**src/rtl/ksa_out_refresh.sv**
```systemverilog
// ksa_out_refresh: pipelined Boolean-mask refresh placed after the masked
// Kogge-Stone adder. N_SHARES-1 registered rounds, each round XORs fresh
// randomness into pairs of shares so the unmasked value is preserved.
// Optional feature macro: FULL_REFRESH_EN
//   defined     -> quadratic refresh, round j pairs share j with every share i<j
//   not defined -> linear refresh, round j pairs share j with share 0 only
module ksa_out_refresh #(
  parameter int K_WIDTH   = 32,
  parameter int N_SHARES  = 3,
  parameter int MASKWIDTH = K_WIDTH * N_SHARES,
`ifdef FULL_REFRESH_EN
  parameter int RANDNUM   = N_SHARES * (N_SHARES - 1) / 2
`else
  parameter int RANDNUM   = N_SHARES - 1
`endif
) (
  input  logic                       clk,
  input  logic                       rst,
  input  logic                       dvld,
  input  logic                       ena,
  input  logic [K_WIDTH*RANDNUM-1:0] rnd,
  input  logic [MASKWIDTH-1:0]       x,
  output logic [MASKWIDTH-1:0]       z,
  output logic                       ovld
);

  localparam int NSTG = N_SHARES - 1;

  // Stage s (0-based) implements refresh round j = s+1.
  logic [MASKWIDTH-1:0] r_data [NSTG];
  logic [NSTG-1:0]      r_vld;

  logic [MASKWIDTH-1:0] w_src  [NSTG];
  logic [MASKWIDTH-1:0] w_next [NSTG];
  logic [NSTG-1:0]      w_vsrc;

  // Select each stage's upstream word: x/dvld for the first round, the
  // previous stage register otherwise.
  always_comb begin
    w_src[0]  = x;
    w_vsrc    = '0;
    w_vsrc[0] = dvld;
    for (int s = 1; s < NSTG; s++) begin
      w_src[s]  = r_data[s-1];
      w_vsrc[s] = r_vld[s-1];
    end
  end

  // Per-round XOR network; each stage only touches its own rnd slices, so
  // words in flight in the same cycle never share randomness.
  always_comb begin
    logic [K_WIDTH-1:0] w_r;
    w_r = '0;
    for (int s = 0; s < NSTG; s++) begin
      w_next[s] = w_src[s];
`ifdef FULL_REFRESH_EN
      for (int i = 0; i < NSTG; i++) begin
        if (i <= s) begin
          w_r = rnd[(((s + 1) * s) / 2 + i) * K_WIDTH +: K_WIDTH];
          w_next[s][i*K_WIDTH +: K_WIDTH] =
            w_next[s][i*K_WIDTH +: K_WIDTH] ^ w_r;
          w_next[s][(s+1)*K_WIDTH +: K_WIDTH] =
            w_next[s][(s+1)*K_WIDTH +: K_WIDTH] ^ w_r;
        end
      end
`else
      w_r = rnd[s*K_WIDTH +: K_WIDTH];
      w_next[s][0 +: K_WIDTH] = w_next[s][0 +: K_WIDTH] ^ w_r;
      w_next[s][(s+1)*K_WIDTH +: K_WIDTH] =
        w_next[s][(s+1)*K_WIDTH +: K_WIDTH] ^ w_r;
`endif
    end
  end

  // Pipeline registers: reset clears everything, ena=0 freezes data and
  // valids together. Data loads even behind a bubble so it never goes X.
  always_ff @(posedge clk) begin
    if (rst) begin
      for (int s = 0; s < NSTG; s++) r_data[s] <= '0;
      r_vld <= '0;
    end else if (ena) begin
      for (int s = 0; s < NSTG; s++) r_data[s] <= w_next[s];
      r_vld <= w_vsrc;
    end
  end

  assign z    = r_data[NSTG-1];
  assign ovld = r_vld[NSTG-1];

endmodule
```
**config.mk**
```make
export PLATFORM = sky130hd
export DESIGN_NAME = ksa_out_refresh
export DESIGN_NICKNAME = d
export VERILOG_FILES = /design/src/rtl/ksa_out_refresh.sv
export SDC_FILE = /design/constraint.sdc
export NUM_CORES = 1
export LEC_CHECK = 0
export ABC_AREA = 1
export ABC_CLOCK_PERIOD_IN_PS = 6700
export BUFFER_PORTS_ARGS = -buffer_cell sky130_fd_sc_hd__buf_4
export CAP_MARGIN = 15
export CORE_ASPECT_RATIO = 1.25
export CORE_UTILIZATION = 40
export DETAILED_ROUTE_END_ITERATION = 7
export GPL_TIMING_DRIVEN = 0
export PLACE_DENSITY = 0.61
export SYNTH_ARGS = -nofsm -noshare
export SYNTH_HDL_FRONTEND = slang
export SYNTH_SLANG_ARGS = --single-unit
export TNS_END_PERCENT = 50
```
**constraint.sdc**
```tcl
create_clock -name clk -period 6.7 [get_ports clk]
set_input_delay 0.335 -clock clk [delete_from_list [all_inputs] [get_ports clk]]
set_output_delay 0.335 -clock clk [all_outputs]
set_load 0.02 [all_outputs]
```
Yosys cells after proc, flatten, opt, wreduce, memory -nomap -nowiden:

Memories as Yosys holds them, arrays and structs flattened.
Index checks and enable logic that the tools add are counted.

* memories kept: 1
* register bits: 2
* memory bits (writable): 192
* output and inout bits: 97

Memory list
* r_data: words 2, bits a word 96, read ports 2, clocked after Yosys merged registers in 0, write ports 2, line 30 `logic [MASKWIDTH-1:0] r_data [NSTG];`

* bitwise operators: 6
* mux-type cells: 7

Operator list (count)
* 2-to-1 mux 96 bit: 2
* bitwise XOR 32 bit: 4
* 2-to-1 mux 1 bit: 5
* bitwise OR 1 bit: 2

Logic depth before layout (Yosys ltp):

Gate-level depths: netlist (run 1).

* word-level depth: 4
* gate-level depth with buffers: 6
* depth with buffers taken out: 4

Least setup slack after synthesis (run 1):

No wires, ideal clock.

* path type: input port to flip-flop
* start point: input port ena
* end point: memory r_data[0][0] (netlist name), enable pin
* path slack: 1.642 ns
* stages on the path: 2
* arrival time: 3.523 ns
* data required time: 5.165 ns
* cell sequence: inv_2 > nand2_1

RTL lines
* from (decl): line 20 `input logic ena,`
* to (decl): line 30

==> results of run 1 <==
[routing by layer]
| layer | share of wire | vias to the layer above |
|---|---|---|
| met4 | 0.018 | 0 |
| met1 | 0.38 | 3216 |
| met5 | 0 | - |
| met2 | 0.53 | 179 |
| met3 | 0.071 | 26 |
| li1 | - | 3873 |
[layout make-up]
type                            count  area, um^2
Fill cell                        2342       11500
Multi-Input combinational cell    584        2210
Timing Repair Buffer              263        2030
Sequential cell                   194        5810
Clock inverter                     14         140
Inverter                          259         972
Buffer                            117         951
Clock buffer                       18         429
Tap cell                          330         413
[registers in the layout (all words and copies together), names as in the netlist]
name,cells
r_data,192
r_vld,2
[through the flow]
step / utilization / setup slack, ps / power [mW] / cell area (um^2) / setup TNS, ps
after floorplan: - / 1640 / 1.77 / 9930 / 0
after detailed placement: 0.507 / 4810 / 1.98 / 12400 / 0
final: 0.530 / 5260 / 2.93 / 13000 / 0
after global placement: 0.503 / -495 / 1.98 / 12300 / -92650
after global routing: 0.530 / 5200 / 3.07 / 13000 / 0
after CTS: 0.530 / 5240 / 2.96 / 13000 / 0
[worst max-delay path, stage by stage, from the launching register on]
cell,delay (ps)
edfxtp_1,380
buf_4,140
buf_4,150
[power breakdown]
part	internal, mW	switching [mW]	total, mW
clock	0.497	0.488	0.985
sequential	1.44	0.0316	1.47
combinational	0.230	0.246	0.476
[final timing paths]
| check | from | end | slack [ps] | cells past startpoint |
|---|---|---|---|---|
| worst min-delay path | dvld | r_vld[0]$_SDFFE_PP0P_ | 90 | 3 |
| worst max register to register | r_data[0][26]$_SDFFCE_PN0P_ | r_data[0][122]$_SDFFCE_PN0P_ | 5810 | 4 |
| worst max-delay path | r_data[0][128]$_SDFFCE_PN0P_ | z[32] | 5260 | 2 |
| worst min register to register | r_vld[0]$_SDFFE_PP0P_ | r_vld[1]$_SDFFE_PP0P_ | 460 | 2 |
[cells by family after synthesis]
kind of cell | share of synthesized area
DFF | 0.585
and+or+nand+nor | 0.222
buffers and inverters | 0.194
[cells in the final DEF, fill, tap and decap left out]
master	n
nand2_1	388
buf_4	356
inv_1	257
nor2_1	192
edfxtp_1	192
buf_6	20
clkbuf_16	17
inv_6	6
inv_8	3
buf_16	3
inv_2	2
nand3_1	2
clkinv_4	2
clkinv_8	2
dfxtp_1	2
nand2_4	1
nor2_4	1
buf_2	1
clkbuf_1	1
clkinv_1	1
==> flow_summary.toml, run 1 <==
[clock_tree]
cts_sinks = 194
cts_resized = 0
worstSkewPairLatency_ps = 430
htree_levels = 4
post_cts_buffers = 0
cts_tree = "built"
cts_hold_buf = 0
clockBufferDepth = 2
cts_buffers = 17
clk_pin_slew_worst_paths_ps = 80
root_buffer = "clkbuf_16"

[yosys]
ys.flop_type = "edfxtp_1"
syn_area_per_cell_um2 = 8.61
syn_inst = 1154
synthArstFlopShare = 0
synth_edf_count = 192
syn-num-nets = 1318
ys_warn_count = 0
synth_most_common_cell = "nand2_1"
yosysTopAreaCell = "edfxtp_1"
synth_cell_types = 11
ys_seq_elements = 194
synth_seq_area_share = 0.585
synth_top_area_frac = 0.581
synth.area.top_cells = "edfxtp_1, nand2_1, inv_1, buf_4, nor2_1"
netlist_area_um2 = 9930
synth_common_cells = "nand2_1, inv_1, edfxtp_1, nor2_1, buf_4"

[placement]
hpwl_um = 16500
portBuffers = 260
dp_cells = 1747
gp_congestion = 0.781

[sta]
clock_skew_ps = 7.41
post-route-period-util = 0.214
hold_violations = 0
worst_pin_slew_ps = 429
relSlewSlack = 0.714
max_freq_mhz = 697
whs_ps = 93.3
drv_slew = 0
setup_violations = 0
rsz0062_at_grt = "no"
fin_crit_ps = 1440

[floorplanning]
chipHeight_um = 178
pin_count = 261
fp.dieArea_um2 = 25500
initial_core_util = 0.407
fp-row-count = 64
die_w_um = 143
core_um2 = 24400

[worst_setup_path]
crit_arrival_ps = 1100
startpoint_type = "flip-flop"
cp.required_ps = 6360
cp_max_fo = 1
cp-end-kind = "primary output"
worst-setup-path-type = "reg2out"

[global_routing]
grt_max_degree = 61
grt_use_total = 0.174
grt_pass1_vias = 6904
use_met3 = 0.0486
grt_use_met2 = 0.323
antenna_found_initial = 0
gr-usage-met1 = 0.186
globalRoute.totalOverflow = 0
busiest_layer = "met2"
grt_first_pass_wirelength_um = 33100

[final_layout]
drive_above_1_share = 0.286
finalNonFillerCells = 1779
n_antenna_cell = 0
nets = 1600
syn2layout_area_growth_pct = 30.5

[detailed_routing]
final_antenna_net_count = 0
dr_total_vias = 7294
dr.pass1.iters = 4
wl_per_cell_um = 12.0
drc_errors = 0
via_per_inst = 4.10
drt-initial-drc-count = 277
wl_um = 21300

[status]
status = "finished clean"

[flow_run]
max_cap_viol_count = 0

[power_and_ir_drop]
p_per_area_nw_per_um2 = 226
peakVddDrop_v = 0.000174
p_leak_nw = 7.03

[hold_path]
hold_path.class = "in2reg"
Note: power is estimated with default switching activity, not from simulation.
==> run 2, diff against run 1 <==
--- a/config.mk
+++ b/config.mk
@@ -6,14 +6,14 @@
 export NUM_CORES = 1
 export LEC_CHECK = 0
 export ABC_AREA = 1
-export ABC_CLOCK_PERIOD_IN_PS = 6700
+export ABC_CLOCK_PERIOD_IN_PS = 1200
 export BUFFER_PORTS_ARGS = -buffer_cell sky130_fd_sc_hd__buf_4
 export CAP_MARGIN = 15
 export CORE_ASPECT_RATIO = 1.25
 export CORE_UTILIZATION = 40
 export DETAILED_ROUTE_END_ITERATION = 7
 export GPL_TIMING_DRIVEN = 0
-export PLACE_DENSITY = 0.61
+export PLACE_DENSITY = 0.64
 export SYNTH_ARGS = -nofsm -noshare
 export SYNTH_HDL_FRONTEND = slang
 export SYNTH_SLANG_ARGS = --single-unit
==> constraint.sdc (replaced) <==
create_clock -name clk -period 1.2 [get_ports clk]
set_input_delay 0.06 -clock clk [delete_from_list [all_inputs] [get_ports clk]]
set_output_delay 0.06 -clock clk [all_outputs]
set_load 0.02 [all_outputs]
==> run 2 against run 1 <==
  * Combinational power rose to 6.2 times the previous value
  * Core utilization up 3.7 points
  * Sequential power rose to 5.6 times the previous value
  * Clock skew up 8.4 ps
  * Routed wire length up 8.1%
  * First-iteration DRC count up 1.8%
  * Total power rose to 5.7 times the previous value
  * Die area unchanged
  * Critical path depth unchanged
  * Largest power group unchanged
==> flow_summary.toml, run 2 (synthesized netlist as in run 1, its figures left out) <==
[status]
status = "finished clean"

[sta]
fin_crit_ps = 1170
clock_skew_ps = 15.8
hold_violations = 0
rsz0062_at_grt = "yes"
setup_violations = 0
max_freq_mhz = 854
drv_slew = 0
tns_ps = 0
whs_ps = 10.1
post-route-period-util = 0.976
relSlewSlack = 0.515
setup_slack_ps = 28.8
worst_pin_slew_ps = 726

[placement]
gp_congestion = 0.774
portBuffers = 260
hpwl_um = 16400
place_ws_ps = -575
dp_cells = 1745

[clock_tree]
root_buffer = "clkbuf_16"
clk_pin_slew_worst_paths_ps = 80
cts_buffers = 17
cts_tree = "built"
cts_sinks = 194
post_cts_buffers = 0
htree_levels = 4
clockBufferDepth = 2
worstSkewPairLatency_ps = 430

[floorplanning]
chipHeight_um = 178
fp-row-count = 64
initial_core_util = 0.407
pin_count = 261
core_um2 = 24400
die_w_um = 143
fp.dieArea_um2 = 25500

[worst_setup_path]
startpoint_type = "flip-flop"
ff2ff_setup_slack_ps = 310
crit_arrival_ps = 1110
cp_max_fo = 1
worst-setup-path-type = "reg2out"
reg2reg_to = "r_data[0][123]$_SDFFCE_PN0P_"
cp-end-kind = "primary output"
cp.required_ps = 1140
worstReg2RegStart = "r_data[0][27]$_SDFFCE_PN0P_"
reg2reg_depth = 4

[final_layout]
largest-register = "r_data"
finalNonFillerCells = 1867
drive_above_1_share = 0.268
syn2layout_area_growth_pct = 39.6
top_regs = "r_data (192), r_vld (2)"
layout_commonest_cell = "nand2_1"
fill_cells = 2126
largest_reg_flops = 192
nets = 1688
n_antenna_cell = 0
mostFrequentLayoutCells = "nand2_1, buf_4, inv_1, nor2_1, edfxtp_1"

[detailed_routing]
wl_per_cell_um = 12.3
final_antenna_net_count = 0
dr.pass1.iters = 6
drc_errors = 0
drt-initial-drc-count = 282
dr_total_vias = 7847
via_per_inst = 4.20
wl_um = 23000

[hold_path]
min-delay-start = "rnd[27]"
hold_path.class = "in2reg"
hold_depth = 4
hold_end = "r_data[0][27]$_SDFFCE_PN0P_"

[global_routing]
grt_pass1_vias = 7783
busiest_layer = "met2"
grt_use_met2 = 0.353
gr-usage-met1 = 0.192
grt_first_pass_wirelength_um = 35900
grt_use_total = 0.186
grt_max_degree = 87
use_met3 = 0.0507
antenna_found_initial = 0
globalRoute.totalOverflow = 0

[flow_run]
max_cap_viol_count = 0

[power_and_ir_drop]
p_per_area_nw_per_um2 = 1200
peakVddDrop_v = 0.000954
p_leak_nw = 7.41
power_mw = 16.7
## run 2: cell type report
type | instances | area [um^2] | share of cell area
clock buffer | 19 | 433 | 0.0312
buffer | 116 | 951 | 0.0686
clock inverter | 13 | 139 | 0.0100
multi-input combinational | 585 | 2230 | 0.161
sequential | 194 | 5810 | 0.419
inverter | 259 | 972 | 0.0701
tap | 330 | 413 | 0.0298
timing repair buffer | 351 | 2920 | 0.211
## run 2: where the power goes
part	switching [mW]	internal (mW)	leakage, nW	total [mW]
Clock	2.76	2.78	0.280	5.54
Sequential	0.183	8.03	2.12	8.21
Combinational	1.46	1.48	5.01	2.94
## run 2: stage by stage
step,util,cell area (um^2)
2_1_floorplan,-,9950
6_report,0.568,13900
3_5_place_dp,0.505,12300
5_1_grt,0.568,13900
3_3_place_gp,0.504,12300
4_1_cts,0.570,13900
## run 2: timing repair
item,CTS,global route
resized for setup,1,13
endpoints found under the setup margin,87,23
pin swaps,1,2
cloned,1,0
endpoints found under the hold margin,101,0
hold buffers,99,0
## run 2: critical path: stages, from the launching register on
cell and delay, ps:
edfxtp_1 390, buf_4 150, buf_4 150
## run 2: per-layer routing
metal,vias up,wire [um],part of all wire
li1,4049,-,-
met1,3570,8820,0.38
met2,202,12300,0.53
met3,26,1470,0.064
met4,0,464,0.020
met5,-,0,0
## run 2: worst max path at each step
stage                                            start                      endpoint  slack [ps]  cells after the start
after CTS                 r_data[0][190]$_SDFFCE_PN0P_                         z[94]           2                      2
after floorplan                                    rst    r_data[0][0]$_SDFFCE_PN0P_        -120                      2
after global placement                             rst  r_data[0][113]$_SDFFCE_PN0P_        -650                      3
after detailed placement                           rst  r_data[0][113]$_SDFFCE_PN0P_        -570                      4
final                     r_data[0][121]$_SDFFCE_PN0P_                         z[25]          30                      2
after global routing      r_data[0][157]$_SDFFCE_PN0P_                         z[61]         -20                      2
==> run 3, diff against run 2 <==
--- a/config.mk
+++ b/config.mk
@@ -9,7 +9,7 @@
 export ABC_CLOCK_PERIOD_IN_PS = 1200
 export BUFFER_PORTS_ARGS = -buffer_cell sky130_fd_sc_hd__buf_4
 export CAP_MARGIN = 15
-export CORE_ASPECT_RATIO = 1.25
+export CORE_ASPECT_RATIO = 1.5
 export CORE_UTILIZATION = 40
 export DETAILED_ROUTE_END_ITERATION = 7
 export GPL_TIMING_DRIVEN = 0
==> constraint.sdc (replaced) <==
create_clock -name clk -period 1.2 [get_ports clk]
set_input_delay 0.06 -clock clk [delete_from_list [all_inputs] [get_ports clk]]
set_output_delay 0.06 -clock clk [all_outputs]
set_load 0.1 [all_outputs]
==> run 3 against run 2 <==
  * The flow now finishes with violations (negative hold slack)
  * Non-clock buffer count decreased by 45
  * Worst setup slack worse by 16 ps
  * Die area about the same
  * Sequential share of layout area shrank 2.3 points
==> flow_summary.toml, run 3 (synthesized netlist as in run 1, its figures left out) <==
[worst_setup_path]
reg2reg_to = "r_data[0][123]$_SDFFCE_PN0P_"
cp-end-kind = "primary output"
ff2ff_setup_slack_ps = 310
crit_arrival_ps = 1130
cp.required_ps = 1140
cp_max_fo = 1
worst-setup-path-type = "reg2out"
crit_end = "z[68]"
reg2reg_depth = 4
startpoint_type = "flip-flop"
worstReg2RegStart = "r_data[0][27]$_SDFFCE_PN0P_"
startpoint = "r_data[0][164]$_SDFFCE_PN0P_"

[clock_tree]
cts_buffers = 17
worstSkewPairLatency_ps = 440
cts_tree = "built"
clk_pin_slew_worst_paths_ps = 80
htree_levels = 4
root_buffer = "clkbuf_16"
cts_sinks = 194
clockBufferDepth = 2

[final_layout]
syn2layout_area_growth_pct = 47.8
final_core_util = 0.603
largest_reg_flops = 192
top_regs = "r_data (192), r_vld (2)"
largest-register = "r_data"
finalNonFillerCells = 1816
layout_commonest_cell = "nand2_1"
drive_above_1_share = 0.246
fill_cells = 2045
mostFrequentLayoutCells = "nand2_1, inv_1, nor2_1, edfxtp_1, buf_4"
nets = 1643
n_antenna_cell = 0

[flow_run]
max_cap_viol_count = 0

[sta]
drv_slew = 0
max_freq_mhz = 842
rsz0062_at_grt = "yes"
clock_skew_ps = 7.11
whs_ps = -7.09
worst_pin_slew_ps = 674
setup_violations = 0
post-route-period-util = 0.989
hold_violations = 3
fin_crit_ps = 1190
relSlewSlack = 0.551

[detailed_routing]
wl_per_cell_um = 13.5
wl_um = 24500
drc_errors = 0
dr_total_vias = 7690
via_per_inst = 4.23
dr.pass1.iters = 4
final_antenna_net_count = 0
drt-initial-drc-count = 286

[global_routing]
antenna_found_initial = 0
grt_pass1_vias = 7816
grt_max_degree = 97
grt_use_total = 0.200
grt_first_pass_wirelength_um = 37700
globalRoute.totalOverflow = 0

[placement]
portBuffers = 260
dp_cells = 1739
gp_congestion = 0.803
hpwl_um = 17200

[status]
status = "finished with violations"
violations = "negative hold slack"

[power_and_ir_drop]
p_per_area_nw_per_um2 = 1270
p_leak_nw = 7.50
peakVddDrop_v = 0.000963

[floorplanning]
pin_count = 261
core_um2 = 24300
fp-row-count = 70
die_w_um = 131
initial_core_util = 0.408
chipHeight_um = 195
fp.dieArea_um2 = 25500

[hold_path]
hold_depth = 4
hold_path.class = "in2reg"
-- run 3: cell types whose count changed in the layout (fill, tap and decap cells not counted), sizes merged, moves of 2 or more --
cell	change
buf	-44
clkinvlp	+4
inv	-3
clkbuf	-2
dlygate4sd3	-2
-- run 3: critical path, stage by stage, from the launching register on --
cell and delay [ps]:
edfxtp_1 380, buf_4 150, buf_8 160
-- run 3: report_power, final --
part	switching (mW)	leakage, nW	internal (mW)
clock network	2.65	0.262	2.88
registers	0.265	2.12	8.04
logic	2.91	5.12	1.92
total	5.82	7.50	12.8
-- run 3: repair_timing --
action	4_1_cts	5_1_grt
pin swaps	1	6
cloned	1	0
gates resized for setup	176	132
setup buffers	0	0
setup endpoints to repair	192	100
endpoints found under the hold margin	108	0
hold buffers	97	0
-- run 3: final cells by class --
type / count / area [um^2] / share of cell area
timing repair buffer: 350 / 3990 / 0.272
multi-input combinational: 585 / 2230 / 0.152
sequential: 194 / 5810 / 0.396
tap: 324 / 405 / 0.0276
buffer: 72 / 714 / 0.0487
inverter: 259 / 972 / 0.0663
clock inverter: 15 / 134 / 0.00912
clock buffer: 17 / 425 / 0.0290
-- run 3: how the worst min path moves through the flow --
stage	slack, ps	endpoint	startpoint
CTS	1	r_data[0][45]$_SDFFCE_PN0P_	x[45]
global route	10	r_data[0][65]$_SDFFCE_PN0P_	x[65]
detailed placement	260	r_vld[0]$_SDFFE_PP0P_	dvld
global placement	260	r_vld[0]$_SDFFE_PP0P_	dvld
finish	-7	r_data[0][63]$_SDFFCE_PN0P_	rnd[31]
floorplan	160	r_vld[0]$_SDFFE_PP0P_	dvld
-- run 3: routing by layer --
metal  GRT usage  vias to the layer above  routed length [um]
met3      0.0562                       42                1500
met5           0                        -                   0
li1            -                     3958                   -
met4      0.0839                        0                 828
met2       0.383                      217               13600
met1       0.193                     3473                8650
-- run 3: metrics by stage --
step | setup WS, ps | power, mW | instance area, um^2 | TNS [ps]
after detailed placement | -564 | 12.5 | 12300 | -63660
after global routing | -34.9 | 19.4 | 14700 | -284
final | 12.7 | 18.7 | 14700 | 0
after global placement | -640 | 12.4 | 12300 | -119630
after CTS | -25.3 | 18.6 | 14500 | -50.7
after floorplan | -120 | 11.3 | 9950 | -23150
